`src/rtl/rs_pkg.sv`:
```
// Shared definitions for the reservation-station slice.
// Tags are laid out as {station id, entry index}; the all-zero tag (TAG_NONE)
// means "operand value already present", which is why station ids are nonzero.
// Contents: tag constants, opcode encodings, lock-state enum, tag builder.
package rs_pkg;

   // Widest tag the helper function can build; callers size-cast the result.
   localparam int TAG_MAX_W = 16;

   localparam logic [TAG_MAX_W-1:0] TAG_NONE = '0;

   typedef enum logic [1:0] {
      OP_ADD = 2'd0,
      OP_SUB = 2'd1,
      OP_AND = 2'd2,
      OP_OR  = 2'd3
   } rsOp_e;

   // Whether the issue port is currently pinned to one entry.
   typedef enum logic {
      LOCK_FREE = 1'b0,
      LOCK_HELD = 1'b1
   } lockState_e;

   // Build {sid, idx} with idx occupying the low idxW bits.
   function automatic logic [TAG_MAX_W-1:0] buildTag(input int unsigned sid,
                                                      input int unsigned idx,
                                                      input int unsigned idxW);
      logic [TAG_MAX_W-1:0] sidBits;
      logic [TAG_MAX_W-1:0] idxBits;
      sidBits = TAG_MAX_W'(sid);
      idxBits = TAG_MAX_W'(idx);
      return (sidBits << idxW) | idxBits;
   endfunction

endpackage

```
`src/rtl/rs_age_select.sv`:
```
// Oldest-ready picker for the reservation station.
// Purely combinational: given which entries are ready and the age matrix
// (older[i][j]=1 means i was allocated before j), returns the single ready
// entry that has no older ready entry.
// Ports:
//   ready  - per-entry ready flags
//   older  - DEPTH x DEPTH age matrix
//   oneHot - one-hot of the selected entry (zero when nothing is ready)
//   idx    - binary index of the selected entry
//   valid  - some entry is selected
module rs_age_select
   import rs_pkg::*;
#(
   parameter int DEPTH = 4,
   parameter int IDX_W = 2
)(
   input  logic [DEPTH-1:0]            ready,
   input  logic [DEPTH-1:0][DEPTH-1:0] older,
   output logic [DEPTH-1:0]            oneHot,
   output logic [IDX_W-1:0]            idx,
   output logic                        valid
);

   logic [DEPTH-1:0] blocker;

   // An entry is blocked when any ready entry was allocated before it. Among
   // busy entries the age relation is a total order, so at most one ready
   // entry survives.
   always_comb begin
      blocker = '0;
      for (int i = 0; i < DEPTH; i++) begin
         for (int j = 0; j < DEPTH; j++) begin
            if (ready[j] && older[j][i]) begin
               blocker[i] = 1'b1;
            end
         end
      end
   end

   // Encode the surviving entry; the one-hot guarantees a single match.
   always_comb begin
      oneHot = ready & ~blocker;
      idx    = '0;
      for (int i = 0; i < DEPTH; i++) begin
         if (oneHot[i]) begin
            idx = IDX_W'(i);
         end
      end
   end

   assign valid = |oneHot;

endmodule

```
`src/rtl/rs_station_ooo.sv`:
```
// Reservation station for one functional-unit class of the Tomasulo core.
// Holds up to DEPTH waiting instructions, captures operands from the CDB,
// and issues the oldest ready entry over a valid/ready handshake. Once the
// issue port presents an entry it stays pinned there until accepted.
// Ports:
//   clk, nRST          - clock, synchronous active-low reset
//   flush              - drop every entry
//   alloc_*            - new instruction (operand value valid when its q is 0)
//   alloc_tag          - tag the next allocation will receive
//   full, count        - occupancy from registered state
//   bc_en/bc_tag/bc_data - CDB broadcast
//   issue_*            - issue port to the execution unit
module rs_station_ooo
   import rs_pkg::*;
#(
   parameter int DEPTH      = 4,
   parameter int DATA_W     = 32,
   parameter int OP_W       = 2,
   parameter int IDX_W      = 2,
   parameter int SID_W      = 2,
   parameter int TAG_W      = SID_W + IDX_W,
   parameter int STATION_ID = 1
)(
   input  logic              clk,
   input  logic              nRST,
   input  logic              flush,
   input  logic              alloc_en,
   input  logic [OP_W-1:0]   alloc_op,
   input  logic [DATA_W-1:0] alloc_v1,
   input  logic [DATA_W-1:0] alloc_v2,
   input  logic [TAG_W-1:0]  alloc_q1,
   input  logic [TAG_W-1:0]  alloc_q2,
   output logic [TAG_W-1:0]  alloc_tag,
   output logic              full,
   output logic [IDX_W:0]    count,
   input  logic              bc_en,
   input  logic [TAG_W-1:0]  bc_tag,
   input  logic [DATA_W-1:0] bc_data,
   output logic              issue_valid,
   input  logic              issue_ready,
   output logic [OP_W-1:0]   issue_op,
   output logic [DATA_W-1:0] issue_v1,
   output logic [DATA_W-1:0] issue_v2,
   output logic [TAG_W-1:0]  issue_tag
);

   localparam logic [TAG_W-1:0] NoTag = TAG_W'(TAG_NONE);

   logic [DEPTH-1:0]            busy;
   logic [DEPTH-1:0]            busyNext;
   logic [DEPTH-1:0][DEPTH-1:0] older;
   logic [OP_W-1:0]             opArr [DEPTH];
   logic [DATA_W-1:0]           vjArr [DEPTH];
   logic [DATA_W-1:0]           vkArr [DEPTH];
   logic [TAG_W-1:0]            qjArr [DEPTH];
   logic [TAG_W-1:0]            qkArr [DEPTH];

   logic [DEPTH-1:0] readyVec;
   logic [DEPTH-1:0] ageOneHot;
   logic [IDX_W-1:0] ageIdx;
   logic             ageValid;
   logic [DEPTH-1:0] issueMask;

   lockState_e       lockState;
   lockState_e       lockNext;
   logic [IDX_W-1:0] lockIdx;
   logic [IDX_W-1:0] lockIdxNext;
   logic [IDX_W-1:0] selIdx;

   logic [IDX_W-1:0] freeIdx;
   logic [IDX_W:0]   busyCount;
   logic             doAlloc;
   logic             doIssue;
   logic             bcLive;

   // Occupancy, lowest free slot and readiness all come from registered
   // state, so a slot freed by issue this cycle is only reusable next cycle.
   always_comb begin
      freeIdx   = '0;
      busyCount = '0;
      readyVec  = '0;
      for (int i = DEPTH - 1; i >= 0; i--) begin
         if (!busy[i]) begin
            freeIdx = IDX_W'(i);
         end
      end
      for (int i = 0; i < DEPTH; i++) begin
         busyCount   = busyCount + (IDX_W+1)'(busy[i]);
         readyVec[i] = busy[i] && (qjArr[i] == NoTag) && (qkArr[i] == NoTag);
      end
   end

   rs_age_select #(
      .DEPTH (DEPTH),
      .IDX_W (IDX_W)
   ) ageSelect (
      .ready  (readyVec),
      .older  (older),
      .oneHot (ageOneHot),
      .idx    (ageIdx),
      .valid  (ageValid)
   );

   assign full        = (busyCount == (IDX_W+1)'(DEPTH));
   assign count       = busyCount;
   assign doAlloc     = alloc_en && !full;
   assign bcLive      = bc_en && (bc_tag != NoTag);
   assign selIdx      = (lockState == LOCK_HELD) ? lockIdx : ageIdx;
   assign issue_valid = (lockState == LOCK_HELD) || ageValid;
   assign doIssue     = issue_valid && issue_ready;

   assign alloc_tag = TAG_W'(buildTag(STATION_ID, 32'(freeIdx), IDX_W));
   assign issue_tag = TAG_W'(buildTag(STATION_ID, 32'(selIdx), IDX_W));
   assign issue_op  = opArr[selIdx];
   assign issue_v1  = vjArr[selIdx];
   assign issue_v2  = vkArr[selIdx];

   // The entry leaving on a handshake is the pinned one if a lock is held,
   // otherwise whatever the age picker chose; the allocated slot is free in
   // registered state, so it can never collide with the issued one.
   always_comb begin
      issueMask = ageOneHot;
      if (lockState == LOCK_HELD) begin
         issueMask          = '0;
         issueMask[lockIdx] = 1'b1;
      end
      busyNext = busy;
      if (doIssue) begin
         busyNext = busyNext & ~issueMask;
      end
      if (doAlloc) begin
         busyNext[freeIdx] = 1'b1;
      end
   end

   // Pin the presented entry as soon as it is offered without acceptance so
   // a newly woken older entry cannot displace it mid-handshake.
   always_comb begin
      lockNext    = lockState;
      lockIdxNext = lockIdx;
      if (doIssue) begin
         lockNext = LOCK_FREE;
      end else if (issue_valid) begin
         lockNext    = LOCK_HELD;
         lockIdxNext = selIdx;
      end
   end

   always_ff @(posedge clk) begin
      if (!nRST || flush) begin
         lockState <= LOCK_FREE;
         lockIdx   <= '0;
      end else begin
         lockState <= lockNext;
         lockIdx   <= lockIdxNext;
      end
   end

   // Busy flags and age matrix. A new entry is younger than everything
   // currently busy; its own row is cleared because nothing is younger yet.
   always_ff @(posedge clk) begin
      if (!nRST || flush) begin
         busy  <= '0;
         older <= '0;
      end else begin
         busy <= busyNext;
         if (doAlloc) begin
            for (int i = 0; i < DEPTH; i++) begin
               for (int j = 0; j < DEPTH; j++) begin
                  if (freeIdx == IDX_W'(i)) begin
                     older[i][j] <= 1'b0;
                  end else if (freeIdx == IDX_W'(j)) begin
                     older[i][j] <= busy[i];
                  end
               end
            end
         end
      end
   end

   // Entry payload. Needs no reset because busy gates every use. A new entry
   // takes a same-cycle broadcast of its producer tag directly, otherwise
   // busy entries waiting on the broadcast tag capture the value.
   always_ff @(posedge clk) begin
      for (int i = 0; i < DEPTH; i++) begin
         if (doAlloc && (freeIdx == IDX_W'(i))) begin
            opArr[i] <= alloc_op;
            if (bcLive && (bc_tag == alloc_q1)) begin
               vjArr[i] <= bc_data;
               qjArr[i] <= NoTag;
            end else begin
               vjArr[i] <= alloc_v1;
               qjArr[i] <= alloc_q1;
            end
            if (bcLive && (bc_tag == alloc_q2)) begin
               vkArr[i] <= bc_data;
               qkArr[i] <= NoTag;
            end else begin
               vkArr[i] <= alloc_v2;
               qkArr[i] <= alloc_q2;
            end
         end else if (busy[i] && bcLive) begin
            if (qjArr[i] == bc_tag) begin
               vjArr[i] <= bc_data;
               qjArr[i] <= NoTag;
            end
            if (qkArr[i] == bc_tag) begin
               vkArr[i] <= bc_data;
               qkArr[i] <= NoTag;
            end
         end
      end
   end

endmodule

```
`config.mk`:
```
export PLATFORM = sky130hd
export DESIGN_NAME = rs_station_ooo
export DESIGN_NICKNAME = d
export VERILOG_FILES = /design/src/rtl/rs_pkg.sv /design/src/rtl/rs_age_select.sv /design/src/rtl/rs_station_ooo.sv
export SDC_FILE = /design/constraint.sdc
export NUM_CORES = 1
export LEC_CHECK = 0
export BUFFER_PORTS_ARGS = -buffer_cell sky130_fd_sc_hd__buf_2
export CAP_MARGIN = 20
export CORE_MARGIN = 2
export CORE_UTILIZATION = 60
export CTS_BUF_LIST = sky130_fd_sc_hd__clkbuf_8
export CTS_CLUSTER_DIAMETER = 40
export DETAILED_ROUTE_END_ITERATION = 6
export PLACE_DENSITY = 0.81
export SLEW_MARGIN = 10
export SYNTH_ARGS = -nofsm -noshare
export SYNTH_HDL_FRONTEND = slang
export SYNTH_SLANG_ARGS = --single-unit
```
`constraint.sdc`:
```
create_clock -name clk -period 7.15 [get_ports clk]
set_clock_uncertainty 0.15 [all_clocks]
set_input_delay 1.43 -clock clk [delete_from_list [all_inputs] [get_ports clk]]
set_output_delay 1.43 -clock clk [all_outputs]
set_load 0.02 [all_outputs]
```
==> flow_metrics.env <==
export IMPL_status="complete, but fails checks"
export IMPL_violations="DRC"
export IMPL_grt_max_degree=136
export IMPL_antenna_left=0
export IMPL_die_w_um=177
export IMPL_netlist_cell_type_count=49
export IMPL_die_h_um=177
export IMPL_syn_inst=1556
export IMPL_setup_viol=0
export IMPL_maxCapViolCount=0
export IMPL_cp_data_arrival_time_ns=3.94
export IMPL_firstDrtPassIters=7
export IMPL_start_util_pct=60.8
export IMPL_hold_violations=0
export IMPL_cts_tree="yes"
export IMPL_vias=15000
export IMPL_dieArea_um2=31400
export IMPL_hpwl_um=31500
export IMPL_post_cts_resized=0
export IMPL_internal_power_mw=3.15
export IMPL_drc=8
export IMPL_core_area_um2=29600
export IMPL_drt_iter0_drc=2161
export IMPL_synth_edf_count=296
export IMPL_rows=63
export IMPL_post_cts_buffers=0
export IMPL_min_period_over_period_pct=77.2
export IMPL_critPathKind="register to output port"
export IMPL_drv_slew=0
export IMPL_antenna_found_initial=10
export IMPL_nNetsFinal=1822
export IMPL_required_ns=5.57
export IMPL_switching_share_pct=24.7
export IMPL_drive_gt1_share_pct=34.0
export IMPL_synth_avg_cell_area_um2=11.6
export IMPL_endpoint_kind="output port"
export IMPL_ios=195
export IMPL_synthToLayoutAreaGrowth_pct=13.5
export IMPL_rsz0062_at_grt="no"
export IMPL_crit_path_start_kind="register"
export IMPL_max_freq_mhz=181
export IMPL_holdBufCountCts=0
export IMPL_syn_cell_area_um2=18000
export IMPL_grt_usage_pct=34.8
export IMPL_p_leak_nw=6.82
export IMPL_clk_pin_slew_worst_paths_ns=0.06
export IMPL_holdWs_ns=0.310
export IMPL_async_flop_share_pct=0
export IMPL_gp_congestion=0.955
export IMPL_path_max_fanout=42
export IMPL_cts_root_buf="clkbuf_8"
export IMPL_cellPowerDensity_nw_per_um2=205
export IMPL_io_buffers=190
export IMPL_final_cell_mix="edfxtp_1, mux2_2, buf_2"
export IMPL_comb_power_share_pct=10.2
export IMPL_numCtsBuffers=55
export IMPL_yosysWarnings=0
export IMPL_final_common_cell="edfxtp_1"
export IMPL_fin_setup_tns_ns=0
export IMPL_ir_drop_uv=131
export IMPL_grt_ovfl_total=0
export IMPL_synth_top_flop_cell="edfxtp_1"
export IMPL_routedWlPerCell_um=26.0
export IMPL_fillers=2168
export IMPL_layout_min_cycle_time_ns=5.52
export IMPL_p_switching_mw=1.04
export IMPL_slew_headroom_pct=29.0
export IMPL_avgViaCountPerCell=7.01
export IMPL_ys_seq_area_share_pct=51.4
export IMPL_wl_um=55600
export IMPL_clock_latency_ns=0.59
export IMPL_synth_seq_cells=315
export IMPL_tightest_slew_ns=1.06
export IMPL_grt_first_pass_wirelength_um=83900
export IMPL_htree_levels=2
export IMPL_grt_pass1_vias=15000
export IMPL_power_clock_fraction_pct=39.5
export IMPL_cts_max_path_buffers=3
export IMPL_worstHoldPathType="register to register"
export IMPL_clock_sinks=315
export IMPL_seqPwrFrac_pct=50.3
state kept, by name, summed over array words and instances, names as in the netlist:
name	count
qjArr	16
vkArr	128
lockState	1
vjArr	128
lockIdx	2
busy	4
qkArr	16
opArr	8
older	12
cells by family (layout without fill, tap and decap cells):
group | Yosys count | in the layout | share of synthesized area (%)
compound gates | 303 | 303 | 11.6
flops | 315 | 315 | 51.4
xor+xnor | 40 | 40 | 1.94
mux | 261 | 261 | 16.3
simple gates | 470 | 470 | 14.5
fa+ha+maj | 7 | 7 | 0.528
buf+inv | 158 | 340 | 3.67
other cells | 2 | 14 | 0.0417
cell usage after synthesis, drive strengths merged, types with 5 or more instances:
master	number	area share, %
inv	17	0.35
mux2	256	16
xnor2	36	1.7
nor2b	5	0.17
buf	28	0.96
o21ai	78	2.2
a22oi	70	2.9
or4	132	5.5
clkbuf	113	2.4
mux2i	5	0.28
nor3	5	0.14
dfxtp	19	2.1
and2	32	1.1
o311a	66	3.7
nand3	77	2.1
nor2	35	0.74
a21oi	79	2.2
ha	6	0.42
edfxtp	296	49
nand2	151	3.1
nand4	14	0.49
final cells by class:
| cell class | count | area, µm² | share of cell area (%) |
|---|---|---|---|
| flip-flops and latches | 315 | 9270 | 45.3 |
| multi-input cells | 1085 | 8290 | 40.5 |
| repair buffers | 225 | 1230 | 6.01 |
| clock buffers | 61 | 840 | 4.11 |
| well taps | 390 | 488 | 2.39 |
| clock inverters | 37 | 243 | 1.19 |
| inverters | 17 | 63.8 | 0.312 |
| diodes | 10 | 25.0 | 0.122 |
worst paths after layout:
path	startpoint	to	slack [ns]	cells after the start
max	qkArr[3][1]	issue_v2[1]	1.63	8
min	older[13]	older[13]	0.31	2
max reg2reg	busy[0]	vjArr[3][12]	2.22	11
min reg2reg	older[13]	older[13]	0.31	2
layer usage:
layer  global-route usage [%]  routed length [µm]  vias up
li1                         -                   -     6382
met1                     45.9               20700     7319
met5                        0                  21        -
met2                     56.1               26500     1086
met4                     15.1                2040        4
met3                     7.03                6340      201
worst max-delay path: stages, from the launching register on:
cell	delay, ns
edfxtp_1	0.45
nor4_2	0.41
and3_1	0.30
o2111a_2	0.26
a211oi_4	0.06
nor2_4	0.65
buf_4	0.66
o311a_1	0.37
buf_2	0.20
through the flow:
stage,setup WS (ns),utilization (%),cell area [µm²],power [mW],cells
4_1_cts,1.69,68.8,20400,4.18,2128
3_3_place_gp,2.35,65.1,19300,2.54,2029
5_1_grt,1.49,69.0,20400,4.29,2135
2_1_floorplan,2.04,-,18000,2.40,1558
3_5_place_dp,2.29,65.2,19300,2.56,2030
6_report,1.63,69.0,20400,4.19,2140
power by group through the flow:
stage | clock (mW) | combinational (mW) | sequential [mW]
global placement | 0 | 0.405 | 2.14
finish | 1.66 | 0.425 | 2.11
detailed placement | 0 | 0.417 | 2.14
CTS | 1.66 | 0.420 | 2.10
floorplan | 0 | 0.259 | 2.14
global route | 1.73 | 0.452 | 2.11
(Power assumes the default switching activity.)
